## src/rtl/game_pkg.sv

```systemverilog
// Shared constants for the PS/2 direction decoder: scan codes, parser states,
// direction bit positions and the opposing-direction cancel helper.
package game_pkg;

    typedef enum logic [2:0] {
        ST_IDLE,
        ST_EXT,
        ST_BRK,
        ST_EXT_BRK,
        ST_SKIP
    } state_t;

    localparam logic [7:0] SC_EXT   = 8'hE0;
    localparam logic [7:0] SC_BRK   = 8'hF0;
    localparam logic [7:0] SC_PAUSE = 8'hE1;
    localparam logic [7:0] SC_BAT   = 8'hAA;

    localparam logic [7:0] SC_P0_UP    = 8'h1D;
    localparam logic [7:0] SC_P0_LEFT  = 8'h1C;
    localparam logic [7:0] SC_P0_DOWN  = 8'h1B;
    localparam logic [7:0] SC_P0_RIGHT = 8'h23;

    localparam logic [7:0] SC_P1_UP    = 8'h75;
    localparam logic [7:0] SC_P1_LEFT  = 8'h6B;
    localparam logic [7:0] SC_P1_DOWN  = 8'h72;
    localparam logic [7:0] SC_P1_RIGHT = 8'h74;

    localparam logic [1:0] DIR_UP    = 2'd3;
    localparam logic [1:0] DIR_RIGHT = 2'd2;
    localparam logic [1:0] DIR_DOWN  = 2'd1;
    localparam logic [1:0] DIR_LEFT  = 2'd0;

    // Bits to suppress when both members of an opposing pair are held.
    function automatic logic [3:0] opposing_mask(input logic [3:0] d);
        logic [3:0] m;
        m = 4'b0000;
        if (d[DIR_UP] && d[DIR_DOWN]) begin
            m[DIR_UP]   = 1'b1;
            m[DIR_DOWN] = 1'b1;
        end
        if (d[DIR_LEFT] && d[DIR_RIGHT]) begin
            m[DIR_LEFT]  = 1'b1;
            m[DIR_RIGHT] = 1'b1;
        end
        return m;
    endfunction

endpackage

```

## src/rtl/scan_code_map.sv

```systemverilog
// Maps an {extended, scan code} pair to a player and direction bit.
// Keypad codes without the E0 prefix deliberately miss.
module scan_code_map
    import game_pkg::*;
(
    input  logic       i_ext,
    input  logic [7:0] i_code,
    output logic       o_hit,
    output logic       o_player,
    output logic [1:0] o_dir_idx
);

    always_comb begin
        o_hit     = 1'b1;
        o_player  = 1'b0;
        o_dir_idx = DIR_LEFT;
        case ({i_ext, i_code})
            {1'b0, SC_P0_UP}:    o_dir_idx = DIR_UP;
            {1'b0, SC_P0_LEFT}:  o_dir_idx = DIR_LEFT;
            {1'b0, SC_P0_DOWN}:  o_dir_idx = DIR_DOWN;
            {1'b0, SC_P0_RIGHT}: o_dir_idx = DIR_RIGHT;
            {1'b1, SC_P1_UP}:    begin o_player = 1'b1; o_dir_idx = DIR_UP;    end
            {1'b1, SC_P1_LEFT}:  begin o_player = 1'b1; o_dir_idx = DIR_LEFT;  end
            {1'b1, SC_P1_DOWN}:  begin o_player = 1'b1; o_dir_idx = DIR_DOWN;  end
            {1'b1, SC_P1_RIGHT}: begin o_player = 1'b1; o_dir_idx = DIR_RIGHT; end
            default:             o_hit = 1'b0;
        endcase
    end

endmodule

```

## src/rtl/ps2_direction_decoder.sv

```systemverilog
// Turns the PS/2 scan-code stream into held per-player direction levels
// (player 0 on WASD-style codes, player 1 on extended arrows).
module ps2_direction_decoder
    import game_pkg::*;
#(
    parameter int PREFIX_TIMEOUT  = 50000,
    parameter bit CANCEL_OPPOSING = 1'b1
) (
    input  logic       clock,
    input  logic       resetn,
    input  logic       ps2_key_pressed,
    input  logic [7:0] ps2_key_data,
    output logic [3:0] p0_dir,
    output logic [3:0] p1_dir,
    output logic       key_event,
    output logic       seq_error
);

    localparam logic [15:0] TMO_LAST = 16'(PREFIX_TIMEOUT - 1);

    state_t      r_state;
    logic [2:0]  r_skip_cnt;
    logic [15:0] r_tmo_cnt;
    logic [7:0]  r_held;
    logic [3:0]  r_p0_dir;
    logic [3:0]  r_p1_dir;
    logic        r_key_event;
    logic        r_seq_error;

    logic        w_ext;
    logic        w_hit;
    logic        w_player;
    logic [1:0]  w_dir_idx;
    logic [7:0]  w_held_nxt;
    logic [3:0]  w_p0_nxt;
    logic [3:0]  w_p1_nxt;

    assign w_ext = (r_state == ST_EXT) || (r_state == ST_EXT_BRK);

    scan_code_map u_map (
        .i_ext     (w_ext),
        .i_code    (ps2_key_data),
        .o_hit     (w_hit),
        .o_player  (w_player),
        .o_dir_idx (w_dir_idx)
    );

    // Prefix bytes are never mapped codes, so a hit alone identifies a make/break.
    always_comb begin
        w_held_nxt = r_held;
        if (ps2_key_pressed) begin
            case (r_state)
                ST_IDLE: begin
                    if (ps2_key_data == SC_BAT)
                        w_held_nxt = 8'h00;
                    else if (w_hit)
                        w_held_nxt[{w_player, w_dir_idx}] = 1'b1;
                end
                ST_EXT: begin
                    if (w_hit)
                        w_held_nxt[{w_player, w_dir_idx}] = 1'b1;
                end
                ST_BRK, ST_EXT_BRK: begin
                    if (w_hit)
                        w_held_nxt[{w_player, w_dir_idx}] = 1'b0;
                end
                default: w_held_nxt = r_held;
            endcase
        end
    end

    always_comb begin
        w_p0_nxt = w_held_nxt[3:0];
        w_p1_nxt = w_held_nxt[7:4];
        if (CANCEL_OPPOSING) begin
            w_p0_nxt = w_held_nxt[3:0] & ~opposing_mask(w_held_nxt[3:0]);
            w_p1_nxt = w_held_nxt[7:4] & ~opposing_mask(w_held_nxt[7:4]);
        end
    end

    always_ff @(posedge clock or negedge resetn) begin
        if (!resetn) begin
            r_state     <= ST_IDLE;
            r_skip_cnt  <= '0;
            r_tmo_cnt   <= '0;
            r_held      <= '0;
            r_p0_dir    <= '0;
            r_p1_dir    <= '0;
            r_key_event <= 1'b0;
            r_seq_error <= 1'b0;
        end else begin
            r_held      <= w_held_nxt;
            r_p0_dir    <= w_p0_nxt;
            r_p1_dir    <= w_p1_nxt;
            r_key_event <= (w_held_nxt != r_held);
            if (ps2_key_pressed) begin
                // A strobe always beats a timeout landing in the same cycle.
                r_tmo_cnt <= '0;
                case (r_state)
                    ST_IDLE: begin
                        if (ps2_key_data == SC_EXT)
                            r_state <= ST_EXT;
                        else if (ps2_key_data == SC_BRK)
                            r_state <= ST_BRK;
                        else if (ps2_key_data == SC_PAUSE) begin
                            r_state    <= ST_SKIP;
                            r_skip_cnt <= 3'd7;
                        end
                    end
                    ST_EXT: begin
                        if (ps2_key_data == SC_BRK)
                            r_state <= ST_EXT_BRK;
                        else if (ps2_key_data != SC_EXT)
                            r_state <= ST_IDLE;
                    end
                    ST_BRK, ST_EXT_BRK: r_state <= ST_IDLE;
                    ST_SKIP: begin
                        r_skip_cnt <= r_skip_cnt - 3'd1;
                        if (r_skip_cnt == 3'd1)
                            r_state <= ST_IDLE;
                    end
                    default: r_state <= ST_IDLE;
                endcase
            end else if (r_state != ST_IDLE) begin
                if (r_tmo_cnt >= TMO_LAST) begin
                    r_state     <= ST_IDLE;
                    r_tmo_cnt   <= '0;
                    r_skip_cnt  <= '0;
                    r_seq_error <= 1'b1;
                end else begin
                    r_tmo_cnt <= r_tmo_cnt + 16'd1;
                end
            end
        end
    end

    assign p0_dir    = r_p0_dir;
    assign p1_dir    = r_p1_dir;
    assign key_event = r_key_event;
    assign seq_error = r_seq_error;

endmodule

```

## config.mk

```make
export PLATFORM = sky130hd
export DESIGN_NAME = ps2_direction_decoder
export DESIGN_NICKNAME = d
export VERILOG_FILES = /design/src/rtl/game_pkg.sv /design/src/rtl/scan_code_map.sv /design/src/rtl/ps2_direction_decoder.sv
export SDC_FILE = /design/constraint.sdc
export NUM_CORES = 1
export LEC_CHECK = 0
export CAP_MARGIN = 20
export CORE_MARGIN = 2
export CORE_UTILIZATION = 62
export DETAILED_ROUTE_END_ITERATION = 10
export GPL_TIMING_DRIVEN = 0
export PLACE_DENSITY = 0.88
export SLEW_MARGIN = 20
export SYNTH_ARGS = -nofsm -noshare
export SYNTH_HDL_FRONTEND = slang
export SYNTH_SLANG_ARGS = --single-unit
export TNS_END_PERCENT = 100
```

## constraint.sdc

```tcl
create_clock -name clock -period 3.1 [get_ports clock]
set_input_delay 0.62 -clock clock [delete_from_list [all_inputs] [get_ports clock]]
set_output_delay 0.62 -clock clock [all_outputs]
set_load 0.01 [all_outputs]
```

==> results of run 1 <==
==> per-layer routing <==
metal | global-route usage, % | up-vias | share of wire, %
li1 | - | 1021 | -
met1 | 36.4 | 1046 | 43
met2 | 47.8 | 84 | 49
met3 | 5.91 | 12 | 5.9
met4 | 9.18 | 0 | 1.8
met5 | 0 | - | 0
==> power by group <==
group	internal (uW)	switching [uW]	total, uW
clock network	242	197	440
registers	568	41.5	609
logic	152	237	389
total	962	476	1440
==> path summary, 6_finish.rpt <==
kind | end | cells past startpoint | slack (ns)
worst max-delay path | p0_dir[2] | 6 | 0.56
worst min-delay path | r_skip_cnt[1] | 1 | 0.22
worst max register to register | r_tmo_cnt[10] | 7 | 0.79
worst min register to register | seq_error | 1 | 0.48
max in group asynchronous | p1_dir[0] | 2 | 2.43
min in group clock | seq_error | 1 | 0.48
==> sequential cells by signal (all words and copies together) (netlist names) <==
name,cells
p0_dir,4
r_state,3
p1_dir,4
r_held,8
key_event,1
r_skip_cnt,3
seq_error,1
r_tmo_cnt,16
==> layout make-up <==
class,instances,area share (%)
multi-input combinational,205,48.1
sequential,40,35.7
timing repair buffer,20,7.32
clock buffer,5,2.46
tap,48,2.14
clock inverter,3,1.65
buffer,8,1.43
inverter,9,1.21
==> cell families after synthesis <==
logic type / count (synthesis) / share of synthesized area [%]
AND/OR/NAND/NOR: 130 / 31.5
AO/OA/AOI/OAI: 57 / 17.0
flip-flops: 40 / 41.3
buffers and inverters: 17 / 3.05
XOR/XNOR: 13 / 4.70
adder cells (fa/ha/maj): 3 / 1.55
multiplexers: 2 / 0.827
==> per-stage QoR <==
step	area [um^2]	util (%)
after global placement	2670	71.9
after global routing	2800	75.4
after CTS	2800	75.4
after floorplan	2420	-
after detailed placement	2690	72.3
final	2800	75.4
==> placed cells by master, fill, tap and decap left out, drive strengths merged, types with 2 or more instances in the layout <==
master / instances
o22ai: 2
and2: 3
nand3: 9
nand4: 7
nand2: 23
nor2: 28
dfrtp: 40
nor3: 13
a211o: 2
nor2b: 12
nand2b: 5
nand4bb: 3
a31oi: 4
or4b: 2
and4: 4
a311oi: 2
o31ai: 2
ha: 3
mux2i: 2
xnor2: 3
xor2: 10
and3: 3
o21ai: 13
a22oi: 2
nor4b: 5
a221oi: 3
inv: 10
buf: 6
clkbuf: 9
a21oi: 10
a22o: 7
clkdlybuf4s50: 18
nor4: 6
==> flow_summary.yaml, run 1 <==
run_status:
  outcome: "completed"
synthesis:
  netlist.area_leader.share_pct: 41.3
  yosysMostFrequentCell: "dfrtp_1"
  synth_commonest_cells: "dfrtp_1 (40), nor2_1 (28), nand2_1 (23)"
  ys_ff_latch: 40
  ys_seq_area_share_pct: 41.3
  synth_cell_types: 60
  syn_area_um2: 2420
  syn_avg_cell_area_um2: 9.24
  synth_cells: 262
  synth_area_leaders: "dfrtp_1 (41%), nor2_1 (4.3%), xor2_1 (3.6%)"
  syn_nets: 276
  synth_top_area_cell: "dfrtp_1"
  ys_warn_count: 0
  synth_edf_count: 0
  async_reset_ff_share_pct: 100
  synth_flop_cell: "dfrtp_1"
sta:
  skew_ns: 0.00669
  hold_viol_final: 0
  period_minus_slack_ns: 2.54
  period_share_pct: 82.0
  finalWorstSetupSlack_ns: 0.557
  setup_violations: 0
  fmax_ghz: 0.393
  rsz0062_at_grt: "false"
  slew_viol_final: 0
  max-slew-margin-rel_pct: 53.5
  setup_tns_ns: 0
  timing.hold.ws_ns: 0.221
  worstMarginPinSlew_ns: 0.689
grt:
  grt_usage_pct: 28.3
  grt_pass1_wl_mm: 9.47
  grt_pass1_vias: 2019
  grt_antenna_before_repair: 0
  grt_overflow: 0
  grt_max_degree: 27
power:
  leakagePower_uw: 0.00116
  peakVddDrop_v: 0.000308
  power_uw: 1440
  power_density_nw_per_um2: 513
placed_design:
  io_buffers: 19
  dp_hpwl_mm: 4.12
  pre_cts_slack_ns: 0.279
  dp_cells: 330
  gp_congestion: 0.935
drt:
  ant_nets: 0
  dr.pass1.iters: 5
  viasPerCell: 6.40
  drc: 0
  wl_mm: 5.70
  vias: 2163
  wire_per_inst_um: 16.9
  initialDrtViolationCount: 185
worst_setup_path:
  worstPathRequired_ns: 3.33
  crit_family: "simple AND/OR/NAND/NOR gates"
  crit_slowest_cell: "nor4b_1"
  crit_buf_inv: 1
  cp-startpoint: "ps2_key_data[4]"
  endpoint_kind: "register"
  crit_type: "input port to register"
  r2r-start: "r_tmo_cnt[0]"
  crit_fanout: 8
  start_kind: "input port"
  cpPeakStageDelay_ns: 0.59
  critPathArrivalTime_ns: 2.77
  cp_cell_sequence: "clkdlybuf4s50_1 > nor4b_2 > nor4b_1 > mux2i_1 > a22o_1 > nor2b_1"
floorplanning:
  die_width_um: 66.5
  num_io_pins: 21
  dieArea_um2: 4420
  rows: 22
  initial_core_util_pct: 65.2
  die_y_um: 66.5
  core_um2: 3720
clocking:
  clockBufferDepth: 2
  cts_inserted_buffers: 5
  cts_resized: 0
  post_cts_buffers: 0
  clkSinkCount: 40
  path_clk_slew_ns: 0.08
  tritoncts: "built"
  htreeDepth: 2
  hold_buffers: 0
  clock_latency_ns: 0.30
  root_buffer: "clkbuf_8"
layout:
  final_nets: 303
  stdcell_count: 338
  final_layout_size_suffix_gt1_share_pct: 8.28
  ff_latch_area_um2: 1000
  area_growth_pct: 15.7
  fillerInstances: 282
  multiInputGateArea_um2: 1350
  num_antenna_cells: 0
min_path:
  hold_class: "input port to async pin"
run:
  maxCapViolations: 0
Power figures use the tool's default switching activity.
==> run 2: changes to the inputs <==
Settings changed: CORE_UTILIZATION 62 to 52, PLACE_DENSITY 0.88 to 0.79.
Clock period 3.1 ns to 2.3 ns, I/O delays scaled along.
==> run 2 against run 1 <==
Against the previous run: sequential share of layout area decreased by 0.84 points; combinational power increased by 33%; worst hold slack got worse by 0.19 ns; critical endpoint is now p0_dir[3].
==> flow_summary.yaml, run 2 (synthesis gave the netlist of run 1 again) <==
layout:
  top_regs: "r_tmo_cnt (16), r_held (8)"
  area_growth_pct: 18.5
  largest_reg_flops: 16
  postLayoutCellArea_um2: 2870
  final_layout_size_suffix_gt1_share_pct: 11.3
  layout_common_cells: "dfrtp_1 (40), nor2_1 (28), nand2_1 (23), clkdlybuf4s50_1 (17), nor2b_1 (12)"
  num_antenna_cells: 0
  final_common_cell: "dfrtp_1"
  largest_register: "r_tmo_cnt"
  final_nets: 305
  fin_util_pct: 65.0
worst_setup_path:
  crit_type: "input port to register"
  cpPeakStageDelay_ns: 0.55
  crit_fanout: 8
  worstPathRequired_ns: 2.50
  cp_cell_sequence: "clkdlybuf4s50_1 > nand4bb_2 > nor3_4 > o21ai_2 > a211o_1 > nor2b_1"
  endpoint_kind: "register"
  rr_worst_depth: 6
  crit_slowest_cell: "clkdlybuf4s50_1"
  critPathArrivalTime_ns: 2.47
  start_kind: "input port"
floorplanning:
  core_um2: 4410
  rows: 24
  initial_core_util_pct: 54.8
  die_width_um: 72.2
  die_y_um: 72.2
  num_io_pins: 21
  dieArea_um2: 5220
run_status:
  outcome: "completed"
sta:
  rsz0062_at_grt: "true"
  slew_viol_final: 0
  max-slew-margin-rel_pct: 58.6
  setup_tns_ns: 0
  fmax_ghz: 0.440
  hold_viol_final: 0
  skew_ns: 0.00555
  setup_violations: 0
  timing.hold.ws_ns: 0.0339
  worstMarginPinSlew_ns: 0.612
  period_share_pct: 98.9
  period_minus_slack_ns: 2.27
drt:
  viasPerCell: 6.21
  drc: 0
  wire_per_inst_um: 16.7
  dr_wl_met3_um: 353
  vias: 2136
  wl_met1_mm: 2.51
  dr.pass1.iters: 4
  initialDrtViolationCount: 195
  wl_mm: 5.74
  ant_nets: 0
  top_layer_used: "met4"
  routed-wl-met2_mm: 2.72
grt:
  grt_usage_pct: 23.8
  grt_overflow: 0
  grt_antenna_before_repair: 0
  grt_pass1_vias: 2036
  grt_max_degree: 30
  grt_pass1_wl_mm: 9.60
power:
  switchingPower_uw: 641
  power_uw: 1940
  peakVddDrop_v: 0.000345
  swShare_pct: 33.1
  power_density_nw_per_um2: 675
  clockPowerShare_pct: 30.8
  internal_power_uw: 1300
  leakagePower_uw: 0.00118
  comb_power_share_pct: 26.8
  pwr-share-seq_pct: 42.4
clocking:
  hold_buffers: 0
  path_clk_slew_ns: 0.08
  cts_inserted_buffers: 5
  tritoncts: "built"
  clock_latency_ns: 0.30
  clockBufferDepth: 2
  root_buffer: "clkbuf_8"
  clkSinkCount: 40
  htreeDepth: 2
min_path:
  hold_class: "input port to async pin"
placed_design:
  io_buffers: 19
  place_area_um2: 2690
  dp_hpwl_mm: 4.16
  gp_congestion: 0.885
run:
  maxCapViolations: 0
## run 2: final timing paths
kind	startpoint	end	slack (ns)
setup reg to reg	r_state[0]	key_event	0.17
hold / removal	resetn	r_skip_cnt[1]	0.03
max in group asynchronous	resetn	p1_dir[0]	1.82
min in group clock	seq_error	seq_error	0.46
setup / recovery	ps2_key_data[4]	p0_dir[3]	0.03
hold reg to reg	seq_error	seq_error	0.46
## run 2: timing repair
| item | CTS | global route |
|---|---|---|
| gates resized for setup | 4 | 5 |
| endpoints found under the setup margin | 13 | 20 |
| buffers inserted | 0 | 2 |
| pin swaps | 0 | 2 |
| cloned | 0 | 0 |
## run 2: metrics by stage
step                      cells  worst slack (ns)
after floorplan             262             0.282
after global placement      333            -0.347
after detailed placement    334            -0.398
after CTS                   342           0.00222
after global routing        344           -0.0606
final                       344            0.0256
## run 2: power by group through the flow
stage               combinational, uW  sequential, uW  clock (uW)
global placement                  488             830           0
finish                            519             821         598
detailed placement                504             833           0
global route                      586             832         635
CTS                               509             820         607
floorplan                         358             823           0
## run 2: per-layer routing
metal	vias to the layer above	track usage (%)
met5	-	0
met4	0	10.3
met3	18	4.86
met2	80	38.3
met1	1006	31.1
li1	1032	-
## run 2: final cells by class
class	count	area, um^2
well taps	52	65.1
repair buffers	22	223
plain buffers	8	41.3
clock inverters	3	46.3
multi-input cells	205	1390
fillers	360	1550
flip-flops and latches	40	1000
clock buffers	5	68.8
inverters	9	33.8
## run 2: worst max-delay path: cells and delay by family
family | cells | cell delay, ns
AND/OR/NAND/NOR | 3 | 0.99
buffers and inverters | 1 | 0.55
AO/OA/AOI/OAI | 2 | 0.47
==> run 3: changes to the inputs <==
Settings changed: SKIP_LAST_GASP from default to 1.
==> results of run 3 <==
The final DEF is identical to that of run 2; final timing and power are the same.
